$ cat config.mk
export PLATFORM = sky130hd
export DESIGN_NAME = spi_target_flat
export DESIGN_NICKNAME = d
export VERILOG_FILES = /design/src/rtl/spi_target_if.sv /design/src/rtl/spi_target.sv /design/src/flat_wrapper.sv
export SDC_FILE = /design/constraint.sdc
export NUM_CORES = 1
export LEC_CHECK = 0
export ABC_AREA = 1
export CAP_MARGIN = 40
export CELL_PAD_IN_SITES_DETAIL_PLACEMENT = 2
export CELL_PAD_IN_SITES_GLOBAL_PLACEMENT = 2
export CORE_MARGIN = 5
export CORE_UTILIZATION = 34
export CTS_CLUSTER_DIAMETER = 40
export DETAILED_ROUTE_END_ITERATION = 7
export GPL_ROUTABILITY_DRIVEN = 0
export PLACE_DENSITY = 0.89
export SLEW_MARGIN = 20
export SYNTH_ARGS = -nofsm -noshare
export SYNTH_HDL_FRONTEND = slang
export SYNTH_SLANG_ARGS = --single-unit
$ cat constraint.sdc
create_clock -name clk_core -period 2 [get_ports clk_core]
set_clock_uncertainty 0.15 [all_clocks]
set_input_delay 0.3 -clock clk_core [delete_from_list [all_inputs] [get_ports clk_core]]
set_output_delay 0.3 -clock clk_core [all_outputs]
set_load 0.005 [all_outputs]
$ cat src/rtl/spi_target_if.sv
// Host-side handshake bundle for the SPI target: received bytes out, bytes to send in.
interface spi_target_if;
  logic [7:0] rx_data;
  logic       rx_valid;
  logic       rx_ready;
  logic       rx_overrun;
  logic [7:0] tx_data;
  logic       tx_valid;
  logic       tx_ready;
  logic       tx_underrun;

  // The SPI target drives the rx side and accepts the tx side.
  modport slave (
    output rx_data, rx_valid, rx_overrun, tx_ready, tx_underrun,
    input  rx_ready, tx_data, tx_valid
  );

  // The host logic consumes received bytes and supplies bytes to send.
  modport master (
    input  rx_data, rx_valid, rx_overrun, tx_ready, tx_underrun,
    output rx_ready, tx_data, tx_valid
  );
endinterface

$ cat src/rtl/spi_target.sv
// SPI mode-0 target. The SPI pins are oversampled in clk_core, MOSI is
// deserialised into bytes with a valid/ready handshake, and bytes from a
// one-entry holding register are serialised onto MISO.
// SYNC_STAGES must be at least 2.
module spi_target #(
  parameter int         SYNC_STAGES = 2,
  parameter logic [7:0] IDLE_BYTE   = 8'hFF
) (
  input  logic         clk_core,
  input  logic         reset_n,
  input  logic         spi_cs_n_i,
  input  logic         spi_sck_i,
  input  logic         spi_mosi_i,
  output logic         spi_miso_o,
  output logic         spi_miso_oe_o,
  output logic         busy_o,
  spi_target_if.slave  host
);

  typedef enum logic [1:0] {IDLE, LOAD, SHIFT} state_t;

  logic [1:0]             rstSync_q;
  logic                   rstN;
  logic [SYNC_STAGES-1:0] csSync_q, sckSync_q, mosiSync_q;
  logic [SYNC_STAGES-1:0] primed_q;
  logic                   csDly_q, sckDly_q, armed_q;
  logic                   csS, sckS, mosiS;
  logic                   sckRise, sckFall, csFall;

  state_t      state_q, state_d;
  logic [2:0]  bitCnt_q, bitCnt_d;
  logic [6:0]  rxShift_q, rxShift_d;
  logic [6:0]  txRest_q, txRest_d;
  logic        miso_q, miso_d;
  logic [7:0]  rxData_q, rxData_d;
  logic        rxValid_q, rxValid_d;
  logic        rxOverrun_q, rxOverrun_d;
  logic [7:0]  txHold_q, txHold_d;
  logic        txFull_q, txFull_d;
  logic        txUnderrun_q, txUnderrun_d;
  logic        loadNow;

  // Reset asserts asynchronously but is released in step with clk_core.
  always_ff @(posedge clk_core or negedge reset_n) begin
    if (!reset_n) rstSync_q <= 2'b00;
    else          rstSync_q <= {rstSync_q[0], 1'b1};
  end

  assign rstN = rstSync_q[1];

  // Pin synchronizers plus one delayed copy for edge detection; armed_q only
  // sets once a genuinely sampled high CS is seen, so a CS already low at
  // reset release cannot start a frame.
  always_ff @(posedge clk_core or negedge rstN) begin
    if (!rstN) begin
      csSync_q   <= '1;
      sckSync_q  <= '0;
      mosiSync_q <= '0;
      primed_q   <= '0;
      csDly_q    <= 1'b1;
      sckDly_q   <= 1'b0;
      armed_q    <= 1'b0;
    end else begin
      csSync_q   <= {csSync_q[SYNC_STAGES-2:0], spi_cs_n_i};
      sckSync_q  <= {sckSync_q[SYNC_STAGES-2:0], spi_sck_i};
      mosiSync_q <= {mosiSync_q[SYNC_STAGES-2:0], spi_mosi_i};
      primed_q   <= {primed_q[SYNC_STAGES-2:0], 1'b1};
      csDly_q    <= csS;
      sckDly_q   <= sckS;
      armed_q    <= armed_q | (primed_q[SYNC_STAGES-1] & csS);
    end
  end

  assign csS     = csSync_q[SYNC_STAGES-1];
  assign sckS    = sckSync_q[SYNC_STAGES-1];
  assign mosiS   = mosiSync_q[SYNC_STAGES-1];
  assign sckRise = sckS & ~sckDly_q;
  assign sckFall = ~sckS & sckDly_q;
  assign csFall  = ~csS & csDly_q & armed_q;

  // Frame state register.
  always_ff @(posedge clk_core or negedge rstN) begin
    if (!rstN) state_q <= IDLE;
    else       state_q <= state_d;
  end

  // Next state plus all datapath updates: handshakes, shifting, byte loads.
  always_comb begin
    state_d      = state_q;
    bitCnt_d     = bitCnt_q;
    rxShift_d    = rxShift_q;
    txRest_d     = txRest_q;
    miso_d       = miso_q;
    rxData_d     = rxData_q;
    rxValid_d    = rxValid_q;
    rxOverrun_d  = 1'b0;
    txHold_d     = txHold_q;
    txFull_d     = txFull_q;
    txUnderrun_d = 1'b0;
    loadNow      = 1'b0;

    if (rxValid_q && host.rx_ready) rxValid_d = 1'b0;

    if (host.tx_valid && !txFull_q) begin
      txHold_d = host.tx_data;
      txFull_d = 1'b1;
    end

    case (state_q)
      IDLE: begin
        miso_d   = 1'b1;
        bitCnt_d = 3'd0;
        if (csFall) state_d = LOAD;
      end
      LOAD: begin
        loadNow = 1'b1;
        state_d = SHIFT;
      end
      SHIFT: begin
        if (csS) begin
          state_d = IDLE;
        end else begin
          if (sckRise) begin
            rxShift_d = {rxShift_q[5:0], mosiS};
            bitCnt_d  = bitCnt_q + 3'd1;
            if (bitCnt_q == 3'd7) begin
              if (!rxValid_q || host.rx_ready) begin
                rxData_d  = {rxShift_q, mosiS};
                rxValid_d = 1'b1;
              end else begin
                rxOverrun_d = 1'b1;
              end
            end
          end
          if (sckFall) begin
            if (bitCnt_q == 3'd0) begin
              loadNow = 1'b1;
            end else begin
              miso_d   = txRest_q[6];
              txRest_d = {txRest_q[5:0], 1'b0};
            end
          end
        end
      end
      default: state_d = IDLE;
    endcase

    // A load only sees what was held at the start of the cycle; a byte
    // written in the same cycle waits for the next boundary.
    if (loadNow) begin
      if (txFull_q) begin
        miso_d   = txHold_q[7];
        txRest_d = txHold_q[6:0];
        txFull_d = 1'b0;
      end else begin
        miso_d       = IDLE_BYTE[7];
        txRest_d     = IDLE_BYTE[6:0];
        txUnderrun_d = 1'b1;
      end
    end
  end

  // Datapath registers.
  always_ff @(posedge clk_core or negedge rstN) begin
    if (!rstN) begin
      bitCnt_q     <= 3'd0;
      rxShift_q    <= 7'd0;
      txRest_q     <= 7'd0;
      miso_q       <= 1'b1;
      rxData_q     <= 8'd0;
      rxValid_q    <= 1'b0;
      rxOverrun_q  <= 1'b0;
      txHold_q     <= 8'd0;
      txFull_q     <= 1'b0;
      txUnderrun_q <= 1'b0;
    end else begin
      bitCnt_q     <= bitCnt_d;
      rxShift_q    <= rxShift_d;
      txRest_q     <= txRest_d;
      miso_q       <= miso_d;
      rxData_q     <= rxData_d;
      rxValid_q    <= rxValid_d;
      rxOverrun_q  <= rxOverrun_d;
      txHold_q     <= txHold_d;
      txFull_q     <= txFull_d;
      txUnderrun_q <= txUnderrun_d;
    end
  end

  assign spi_miso_o       = miso_q;
  assign spi_miso_oe_o    = (state_q != IDLE);
  assign busy_o           = (state_q != IDLE);
  assign host.rx_data     = rxData_q;
  assign host.rx_valid    = rxValid_q;
  assign host.rx_overrun  = rxOverrun_q;
  assign host.tx_ready    = ~txFull_q;
  assign host.tx_underrun = txUnderrun_q;

endmodule

$ cat src/flat_wrapper.sv
// flat-port wrapper written by rule: the top's interface ports become plain ports
module spi_target_flat 
#(
  parameter int         SYNC_STAGES = 2,
  parameter logic [7:0] IDLE_BYTE   = 8'hFF
)
  (clk_core, reset_n, spi_cs_n_i, spi_sck_i, spi_mosi_i, spi_miso_o, spi_miso_oe_o, busy_o, host_rx_data, host_rx_valid, host_rx_overrun, host_tx_ready, host_tx_underrun, host_rx_ready, host_tx_data, host_tx_valid);
  spi_target_if host_i ();
  input  logic clk_core;
  input  logic reset_n;
  input  logic spi_cs_n_i;
  input  logic spi_sck_i;
  input  logic spi_mosi_i;
  output logic spi_miso_o;
  output logic spi_miso_oe_o;
  output logic busy_o;
  output wire logic [$bits(host_i.rx_data)-1:0] host_rx_data;
  output wire logic [$bits(host_i.rx_valid)-1:0] host_rx_valid;
  output wire logic [$bits(host_i.rx_overrun)-1:0] host_rx_overrun;
  output wire logic [$bits(host_i.tx_ready)-1:0] host_tx_ready;
  output wire logic [$bits(host_i.tx_underrun)-1:0] host_tx_underrun;
  input wire logic [$bits(host_i.rx_ready)-1:0] host_rx_ready;
  input wire logic [$bits(host_i.tx_data)-1:0] host_tx_data;
  input wire logic [$bits(host_i.tx_valid)-1:0] host_tx_valid;
  assign host_rx_data = host_i.rx_data;
  assign host_rx_valid = host_i.rx_valid;
  assign host_rx_overrun = host_i.rx_overrun;
  assign host_tx_ready = host_i.tx_ready;
  assign host_tx_underrun = host_i.tx_underrun;
  assign host_i.rx_ready = host_rx_ready;
  assign host_i.tx_data = host_tx_data;
  assign host_i.tx_valid = host_tx_valid;
  spi_target #(.SYNC_STAGES(SYNC_STAGES), .IDLE_BYTE(IDLE_BYTE)) u_core (.clk_core(clk_core), .reset_n(reset_n), .spi_cs_n_i(spi_cs_n_i), .spi_sck_i(spi_sck_i), .spi_mosi_i(spi_mosi_i), .spi_miso_o(spi_miso_o), .spi_miso_oe_o(spi_miso_oe_o), .busy_o(busy_o), .host(host_i));
endmodule
Word-level counts from Yosys, hierarchy flattened
Index checks and enable logic that the tools add are counted.
- flip-flop bits (word level): 53
- logic and storage cells: 98
- output and inout bits: 15
- input bits: 15
- reductions and logical operators: 18
- add/subtract/negate cells: 1
- multiplexer cells: 38
- bitwise operators: 10
- eq/ne operators: 12
- operators by type and width (kind ; number):
    $mux 7 ; 6
    $mux 1 ; 24
    $ne 2x1->1 const B ; 4
    $reduce_and 4->1 ; 2
    $reduce_bool 2->1 ; 4
    $mux 3 ; 2
    $pmux 2 s3 ; 1
    $pmux 3 s2 ; 1
    $reduce_and 3->1 ; 2
    $and 1x1->1 ; 5
    $reduce_and 5->1 ; 1
    $mux 2 ; 2
    $ne 2x2->1 const B ; 2
    $not 1->1 ; 4
    $pmux 1 s2 ; 2
    $add 3x1->3 const B ; 1
    $eq 3x3->1 const B ; 1
    $logic_not 3->1 ; 1
    $ne 3x1->1 const B ; 1
    $ne 3x2->1 const B ; 1
    $ne 3x3->1 const B ; 1
    $reduce_bool 3->1 ; 1
    $eq 2x1->1 const B ; 1
    $eq 2x2->1 const B ; 1
    other kinds (6) ; 8

Logic depth before layout (Yosys ltp)
Gate-level depths: netlist of the first run.
- word-level depth: 7
- depth in mapped cells: 10

Worst setup path after synthesis of the first run
Ideal clock, no wire load.
- path type: register -> register
- from: register u_core.state_q[0]
- to: register u_core.txRest_q[3]
- library setup time: 124 ps
- buffers on the path: 1
- data arrival time: 1378 ps
- stages on the path, launching flop included: 11
- path slack: 348 ps
- cells stage by stage: dfrtp_1 > inv_1 > ha_1 > inv_2 > nor2_4 > nand3_2 > nand2_2 > nand2_2 > buf_6 > nand2_1 > nand3_1
- word-level cells in the longest chain between the ends: 4
- ends and longest elaborated chain (element ; line ; RTL):
    from (decl) ; spi_target.sv:30 ; state_t state_q, state_d;
    from (signal assigned) ; spi_target.sv:84 ; else state_q <= state_d;
    $eq 2x2->1 or $eq 2x1->1 (tied branches) ; spi_target.sv:109 ; case (state_q)
    $pmux 1 s2 ; spi_target.sv:109 ;
    $ne 2x2->1 (no source line) (tied with other cells) ; - ;
    $reduce_and 4->1 (no source line) ; - ;
    to (signal assigned) ; spi_target.sv:179 ; txRest_q <= txRest_d;
    to (decl) ; spi_target.sv:33 ; logic [6:0] txRest_q, txRest_d;
Several ways; a longest one is shown, not always the timed one.
A chain may end at the register's enable or synchronous reset.

Worst setup path after layout of the first run
- from: register u_core.txFull_q
- to: output host_tx_ready
- word-level cells in the longest chain between the ends: 1
- ends and longest elaborated chain (element ; line ; RTL):
    from (decl) ; spi_target.sv:39 ; logic txFull_q, txFull_d;
    from (signal assigned) ; spi_target.sv:185 ; txFull_q <= txFull_d;
    $not 1->1 ; spi_target.sv:196 ; assign host.tx_ready = ~txFull_q;
    to (decl) ; flat_wrapper.sv:20 ; output wire logic [$bits(host_i.tx_ready)-1:0] host_tx_ready;
No other way between the ends.

==> results of run 1 <==
## path summary, 6_finish.rpt
kind / start / cells past startpoint / end / slack (ns)
max: u_core.txFull_q$_DFF_PN0_ / 2 / host_tx_ready / 0.11
min: u_core.rstSync_q[1]$_DFF_PN0_ / 0 / u_core.csSync_q[0]$_DFF_PN1_ / 0.09
max reg2reg: u_core.state_q[0]$_DFFE_PN0P_ / 9 / u_core.host.rx_data[6]$_DFFE_PN0P_ / 0.15
min reg2reg: u_core.rstSync_q[1]$_DFF_PN0_ / 0 / u_core.csSync_q[0]$_DFF_PN1_ / 0.09
max in group asynchronous: u_core.rstSync_q[1]$_DFF_PN0_ / 1 / u_core.rxShift_q[1]$_DFFE_PN0P_ / 0.86
min in group clk_core: u_core.csSync_q[0]$_DFF_PN1_ / 0 / u_core.csSync_q[1]$_DFF_PN1_ / 0.21
## power by group
part           internal [mW]  switching (mW)
clock network          0.376           0.359
logic                  0.431           0.551
registers               1.32           0.141
## cell families after synthesis
group,after synthesis,share of synthesized area
AND/OR/NAND/NOR,84,0.1852
flip-flops,53,0.5954
buffers and inverters,37,0.07162
AO/OA/AOI/OAI,28,0.07723
multiplexers,7,0.03526
adder cells (fa/ha/maj),6,0.03357
other,1,0.001677
## sequential cells by signal, indices dropped and copies added, names as in the netlist
register,count
u_core.armed_q,1
u_core.bitCnt_q,3
u_core.csDly_q,1
u_core.csSync_q,2
u_core.host.rx_data,8
u_core.host.rx_overrun,1
u_core.host.rx_valid,1
u_core.host.tx_underrun,1
u_core.mosiSync_q,2
u_core.primed_q,2
u_core.rstSync_q,2
u_core.rxShift_q,7
u_core.sckDly_q,1
u_core.sckSync_q,2
u_core.spi_miso_o,1
u_core.state_q,2
u_core.txFull_q,1
u_core.txHold_q,8
u_core.txRest_q,7
## per-layer routing
layer / global-route usage / up-vias
met5: 0 / -
met4: 0.04768 / 0
li1: - / 760
met2: 0.2224 / 20
met1: 0.1713 / 781
met3: 0.02810 / 6
## repair_timing
action / 4_1_cts / 5_1_grt
endpoints found under the setup margin: 2 / 13
endpoints found under the hold margin: 9 / 0
resized for setup: 3 / 3
hold buffers: 2 / 0
setup buffers: 2 / 3
## worst register-to-register path, stage by stage (launching register included)
cell	delay, ns
dfrtp_1	0.39
inv_1	0.11
ha_1	0.21
inv_2	0.07
nor2_4	0.17
nand3_4	0.12
clkinv_2	0.10
nand3_4	0.14
buf_4	0.19
o21ai_2	0.13
## synth_stat cells, drive strengths merged
library cell | instances | area, sq um
conb | 1 | 3.750
mux2 | 7 | 78.83
clkinv | 2 | 8.750
ha | 6 | 75.07
nor3 | 2 | 10.01
dfrtp | 49 | 1226
a21oi | 3 | 15.01
clkbuf | 2 | 7.510
o21ai | 24 | 150.1
nand4 | 2 | 12.51
a21boi | 1 | 7.510
dfstp | 4 | 105.1
or2 | 6 | 37.54
inv | 29 | 108.9
nand2 | 38 | 155.2
buf | 4 | 35.03
nor2 | 15 | 63.81
nand3 | 21 | 135.1
## area by class of cell
type	instances	share of cell area
Multi-Input combinational cell	127	0.2689
Timing Repair Buffer	39	0.1398
Inverter	31	0.04319
Tap cell	77	0.03428
Clock buffer	6	0.02582
Clock inverter	2	0.01380
Sequential cell	53	0.4742
## metrics by stage
stage | cells | cell area, sq um
finish | 335 | 2810
global route | 335 | 2810
CTS | 332 | 2766
detailed placement | 320 | 2620
global placement | 320 | 2620
floorplan | 217 | 2240
==> metrics.txt, run 1 <==
commonest non-fill, non-tap cell in the layout dfrtp_1; routed len/inst 15.77 microns; FILL cells 687; vias per cell 4.678; dpl ws 0.07505 ns; Max-Cap Viols 0; crit path cell chain clkinvlp_4, clkdlybuf4s50_1; global-route wire length before repair 8873 microns; family with the most delay on the worst path buffers and inverters; Worst path slowest cell clkdlybuf4s50_1; PwrDens 1131 mW/mm^2; final setup vio count 0; VDD IR-drop max 0.5166 mV; Initial Util 0.3501; Setup crit start kind flop; share of cells above drive strength 1 0.2093; Multi-input gate area 755.7 sq um; post-route ant nets 0; drt pass-1 iters 4; status finished, final reports clean; final setup TNS 0 ns; overall power 3.178 mW; LEAKAGE 1.277 nW; CTS Sinks 53; Max Used Layer met4; initial antenna violation count 0; syn_area_per_cell 10.35 sq um; final setup margin 0.1110 ns; die width 91.10 microns; unrepaired setup endpoints after global routing no; # H-tree levels 2; Worst Path Class, Setup flop to output port; most frequent cells in the layout dfrtp_1 (48), nand2_1 (33), inv_1 (28), clkdlybuf4s50_1 (27), nand3_1 (18); Initial DRC Count 33; Max Buffers Root-to-Sink 2; Met3 Wirelength 153 microns; Final nets 278; crit-path max FO 9; Slew Limit Fails 0; CP peak stage delay 0.48 ns; Clk pin slew, worst setup/hold paths 0.09 ns; synthesized instance count 216; Root Driver clkbuf_8; GRT Resource Usage Total 0.1334; area delta synth->final 25.69%; clk_lat worst skew 0.31 ns; number of buffers created by CTS 5; CTS tree yes; PortBufs 29; largest net degree at the start of global routing 44; CP Buf/Inv Count 2; Ys Warns 0; Rows 29; detailed placement HPWL 3692 microns; final core occ 0.4400; post-synthesis cell area 0.002236 sq mm; Crit. End Element output port; routed wire length 5283 microns; vias 1567; Register Area 0.001333 sq mm; Fmax achieved 529.4 MHz; Tmin final 1.889 ns; die height 91.10 microns; core area 0.006386 sq mm; antenna cell count 0; Tcrit/Tclk final 0.9445; Seq/Total Area, Yosys 0.5954; die area 0.008298 sq mm; total gr overflow 0; hold violation total from the final report 0; vias in the first global route 1719; M1 WL 2385 microns; Yosys reg bits 53; Met2 Routed Length 2655 microns; hold_ws 0.09291 ns; Residual DRC 0; Hold Path Class flop to asynchronous set/reset pin; Critical Path RT 1.55 ns; unique cell type count in the Yosys netlist 27; I/O pins 30; Worst EP arrival 1.44 ns
Note: power is estimated with default switching activity, not from simulation.
==> run 2: changes to the inputs <==
--- a/config.mk
+++ b/config.mk
@@ -19,3 +19,4 @@
 export SYNTH_ARGS = -nofsm -noshare
 export SYNTH_HDL_FRONTEND = slang
 export SYNTH_SLANG_ARGS = --single-unit
+export TNS_END_PERCENT = 100
==> results of run 2 <==
No change in the layout: final DEF, timing and power equal those of run 1.
==> run 3: changes to the inputs <==
==> constraint.sdc (replaced) <==
create_clock -name clk_core -period 1.95 [get_ports clk_core]
set_clock_uncertainty 0.15 [all_clocks]
set_input_delay 0.2925 -clock clk_core [delete_from_list [all_inputs] [get_ports clk_core]]
set_output_delay 0.2925 -clock clk_core [all_outputs]
set_load 0.005 [all_outputs]
==> run 3 against run 2 <==
  * Clock-buffer cell count rose by 1
  * Clock power rose by 6.1%
  * Total power rose by 6.3%
  * Die area did not move
  * Routed wire length rose by 10%
  * Register-to-register slack got worse by 0.04 ns
  * Critical path type unchanged
==> metrics.txt, run 3 (synthesis results as in run 1) <==
Critical Path RT 1.51 ns (was 1.55 ns); Setup crit start kind flop (unchanged); Initial Util 0.3501 (unchanged); Initial DRC Count 28 (was 33); vias in the first global route 1847 (was 1719); Residual DRC 0 (unchanged); routed wire length 5829 microns (was 5283 microns); die width 91.10 microns (unchanged); Clk pin slew, worst setup/hold paths 0.09 ns (about the same); Final nets 275 (was 278); PwrDens 1203 mW/mm^2 (was 1131 mW/mm^2); global-route wire length before repair 9363 microns (was 8873 microns); share of cells above drive strength 1 0.2118 (was 0.2093); Rows 29 (unchanged); Tmin final 1.848 ns; crit-path max FO 9 (unchanged); hold violation total from the final report 0 (unchanged); core area 0.006386 sq mm (unchanged); final setup vio count 0 (unchanged); GRT Resource Usage Total 0.1420 (was 0.1334); # H-tree levels 2 (unchanged); placed cell area 0.002620 sq mm (unchanged); Root Driver clkbuf_8 (unchanged); post-route ant nets 0 (unchanged); Worst Path Class, Setup flop to output port (unchanged); final core occ 0.4399 (was 0.4400); routed len/inst 17.56 microns (was 15.77 microns); LEAKAGE 1.277 nW (about the same); antenna cell count 0 (unchanged); detailed placement HPWL 4030 microns (was 3692 microns); clk_lat worst skew 0.32 ns (was 0.31 ns); hold_ws 0.09193 ns (was 0.09291 ns); die height 91.10 microns (unchanged); Slew Limit Fails 0 (unchanged); CTS tree yes (unchanged); drt pass-1 iters 4 (unchanged); Hold Path Class flop to asynchronous set/reset pin (unchanged); initial antenna violation count 0 (unchanged); commonest non-fill, non-tap cell in the layout dfrtp_1 (unchanged); Max Buffers Root-to-Sink 2 (unchanged); area delta synth->final 25.63% (was 25.69%); largest net degree at the start of global routing 44 (unchanged); Fmax achieved 541.2 MHz; status finished, final reports clean (unchanged); Worst EP arrival 1.41 ns (was 1.44 ns); total gr overflow 0 (unchanged); PortBufs 29 (unchanged); I/O pins 30 (unchanged); vias 1608 (was 1567); vias per cell 4.843 (was 4.678); Max-Cap Viols 0 (unchanged); Crit. End Element output port (unchanged); die area 0.008298 sq mm (unchanged); overall power 3.379 mW (was 3.178 mW); most frequent cells in the layout dfrtp_1 (48), nand2_1 (33), clkdlybuf4s50_1 (27), inv_1 (25), nand3_1 (18) (was dfrtp_1 (48), nand2_1 (33), inv_1 (28), clkdlybuf4s50_1 (27), nand3_1 (18)); VDD IR-drop max 0.5921 mV (was 0.5166 mV); CTS Sinks 53 (unchanged); number of buffers created by CTS 5 (unchanged); final setup TNS 0 ns (unchanged); design area 0.002809 sq mm (was 0.002810 sq mm); Tcrit/Tclk final 0.9476
## run 3: critical path, stage by stage (launching register included)
cell	delay, ns
dfrtp_1	0.44
inv_2	0.14
clkdlybuf4s50_1	0.52
## run 3: area by class of cell
cell class	instances	area [sq um]
clock buffer	7	86.33
clock inverter	1	30.03
fill	673	3577
inverter	31	117.6
multi-input combinational	128	788.3
sequential	53	1333
tap	77	96.34
timing repair buffer	35	357.8
## run 3: layer usage
| layer | global-route usage | share of wire | vias to the layer above |
|---|---|---|---|
| met5 | 0 | 0 | - |
| met2 | 0.2476 | 0.52 | 20 |
| met3 | 0.02645 | 0.026 | 7 |
| li1 | - | - | 756 |
| met1 | 0.1746 | 0.44 | 825 |
| met4 | 0.05134 | 0.016 | 0 |
## run 3: power by group
group,internal [mW],switching (mW)
combinational,0.476,0.615
clock,0.419,0.361
sequential,1.35,0.154
## run 3: final timing paths
| check | from | end | slack (ns) | cells after the start |
|---|---|---|---|---|
| max in group asynchronous | u_core.rstSync_q[1]$_DFF_PN0_ | u_core.rxShift_q[0]$_DFFE_PN0P_ | 0.80 | 1 |
| worst max-delay path | u_core.txFull_q$_DFF_PN0_ | host_tx_ready | 0.10 | 2 |
| min in group clk_core | u_core.primed_q[0]$_DFF_PN0_ | u_core.primed_q[1]$_DFF_PN0_ | 0.21 | 0 |
| worst min register to register | u_core.rstSync_q[1]$_DFF_PN0_ | u_core.csSync_q[0]$_DFF_PN1_ | 0.09 | 0 |
| worst max register to register | u_core.state_q[0]$_DFFE_PN0P_ | u_core.txRest_q[2]$_DFFE_PN0P_ | 0.11 | 9 |
| worst min-delay path | u_core.rstSync_q[1]$_DFF_PN0_ | u_core.csSync_q[0]$_DFF_PN1_ | 0.09 | 0 |
## run 3: per-stage QoR
| step | setup WS, ns | cells |
|---|---|---|
| floorplan | 0.2223 | 217 |
| global placement | 0.2113 | 320 |
| detailed placement | 0.07147 | 320 |
| CTS | 0.007405 | 331 |
| global route | -0.06215 | 332 |
| finish | 0.1022 | 332 |
## run 3: timing repair
action,CTS,global route
endpoints found under the hold margin,9,0
hold buffers,2,0
setup buffers,1,0
setup endpoints to repair,2,13
pin swaps,1,0
gates cloned,0,1
resized for setup,6,6
==> variant: new RTL, flow settings as in run 3 <==
The 3 states of `state_t` get a one-hot encoding in 3 bits.
--- a/src/rtl/spi_target.sv
+++ b/src/rtl/spi_target.sv
@@ -17,7 +17,7 @@
   spi_target_if.slave  host
 );
 
-  typedef enum logic [1:0] {IDLE, LOAD, SHIFT} state_t;
+  typedef enum logic [2:0] {IDLE = 3'b001, LOAD = 3'b010, SHIFT = 3'b100} state_t;
 
   logic [1:0]             rstSync_q;
   logic                   rstN;
Behaviour: same outputs for any inputs over 10 cycles, from zero or initial values and one cycle with reset_n low; not proved beyond that.
==> variant against run 3 <==
Die area grew 1.3%. Final area fell by 2.3%. Wire length shrank 9.3%. Worst setup slack lost 0.016 ns. Sequential cell count is 1 higher. Highest routed layer unchanged. Via count rose by 0.62%. Area after synthesis rose by 1.5%. Non-clock buffer count down 2. Utilization is 1.2 points lower.
Power is not compared: it rests on default switching activity, and its combinational part moved more than twofold at a synthesized area within 25%.
==> variant: results <==
[outcome]
status = completed

[clock_network]
cts_max_level = 2

[detailed_routing]
drt_iter0_drc = 60
wl_met3_um = 113
viasPerCell = 4.83
post_drt_wl_per_cell_um = 15.8
drt-met1-wl_um = 2320

[logic_synthesis]
synth_adder_area_share_pct = 1.65
synth_compound_area_share_pct = 7.61
yosys-top-cells-area = dfrtp_1 54%, nand2_1 8.3%, dfstp_2 5.8%, inv_1 4.5%, nand3_1 4.2%
muxShareOfSynthArea_pct = 3.47
synthTopCellsByCount = 50 x nand2_1, 49 x dfrtp_1, 27 x inv_1
synth_cells = 223
yosysSeqAreaShare_pct = 59.8

[setup_path]
r2r_setup_slack_ns = 0.23
r2r_start = u_core.csSync_q[1]$_DFF_PN1_
r2r-end = u_core.txRest_q[1]$_DFFE_PN0P_

[grt]
use_met2_pct = 25.0
grt_use_met3_pct = 2.45
met1_usage_pct = 16.9

[placement]
placedCellCount = 326
place_area_mm2 = 0.00262
post-place-ws_ns = 0.109
dp_hpwl_um = 3940

[timing]
min_period_ns = 1.86

[cells_and_area]
fill_cells = 686
fin_util_pct = 42.7
drive_gt1_share_pct = 17.8
## variant: cell count changes after synthesis, sizes merged, moves of 2 or more
cell and change:
a21oi -2, buf +2, o21ai +2, ha -3
nor3 -2, or2 -5, nand2 +17
## variant: timing repair
| item | CTS | global route |
|---|---|---|
| gates cloned | 0 | 0 |
| hold buffers | 1 | 0 |
| gates resized for setup | 2 | 3 |
| hold endpoints to repair | 2 | 0 |
| endpoints found under the setup margin | 3 | 6 |
## variant: final cells by class
| class | instances | share of cell area (%) |
|---|---|---|
| Timing Repair Buffer | 33 | 12.4 |
| Clock inverter | 2 | 0.593 |
| Tap cell | 77 | 3.51 |
| Multi-Input combinational cell | 133 | 26.8 |
| Sequential cell | 54 | 49.5 |
| Inverter | 30 | 4.15 |
| Clock buffer | 6 | 3.01 |
## variant: report_power, final
part           switching [mW]  internal, mW
Clock                   0.384         0.293
Combinational           0.208         0.220
Sequential              0.126          1.31
Total                   0.718          1.83
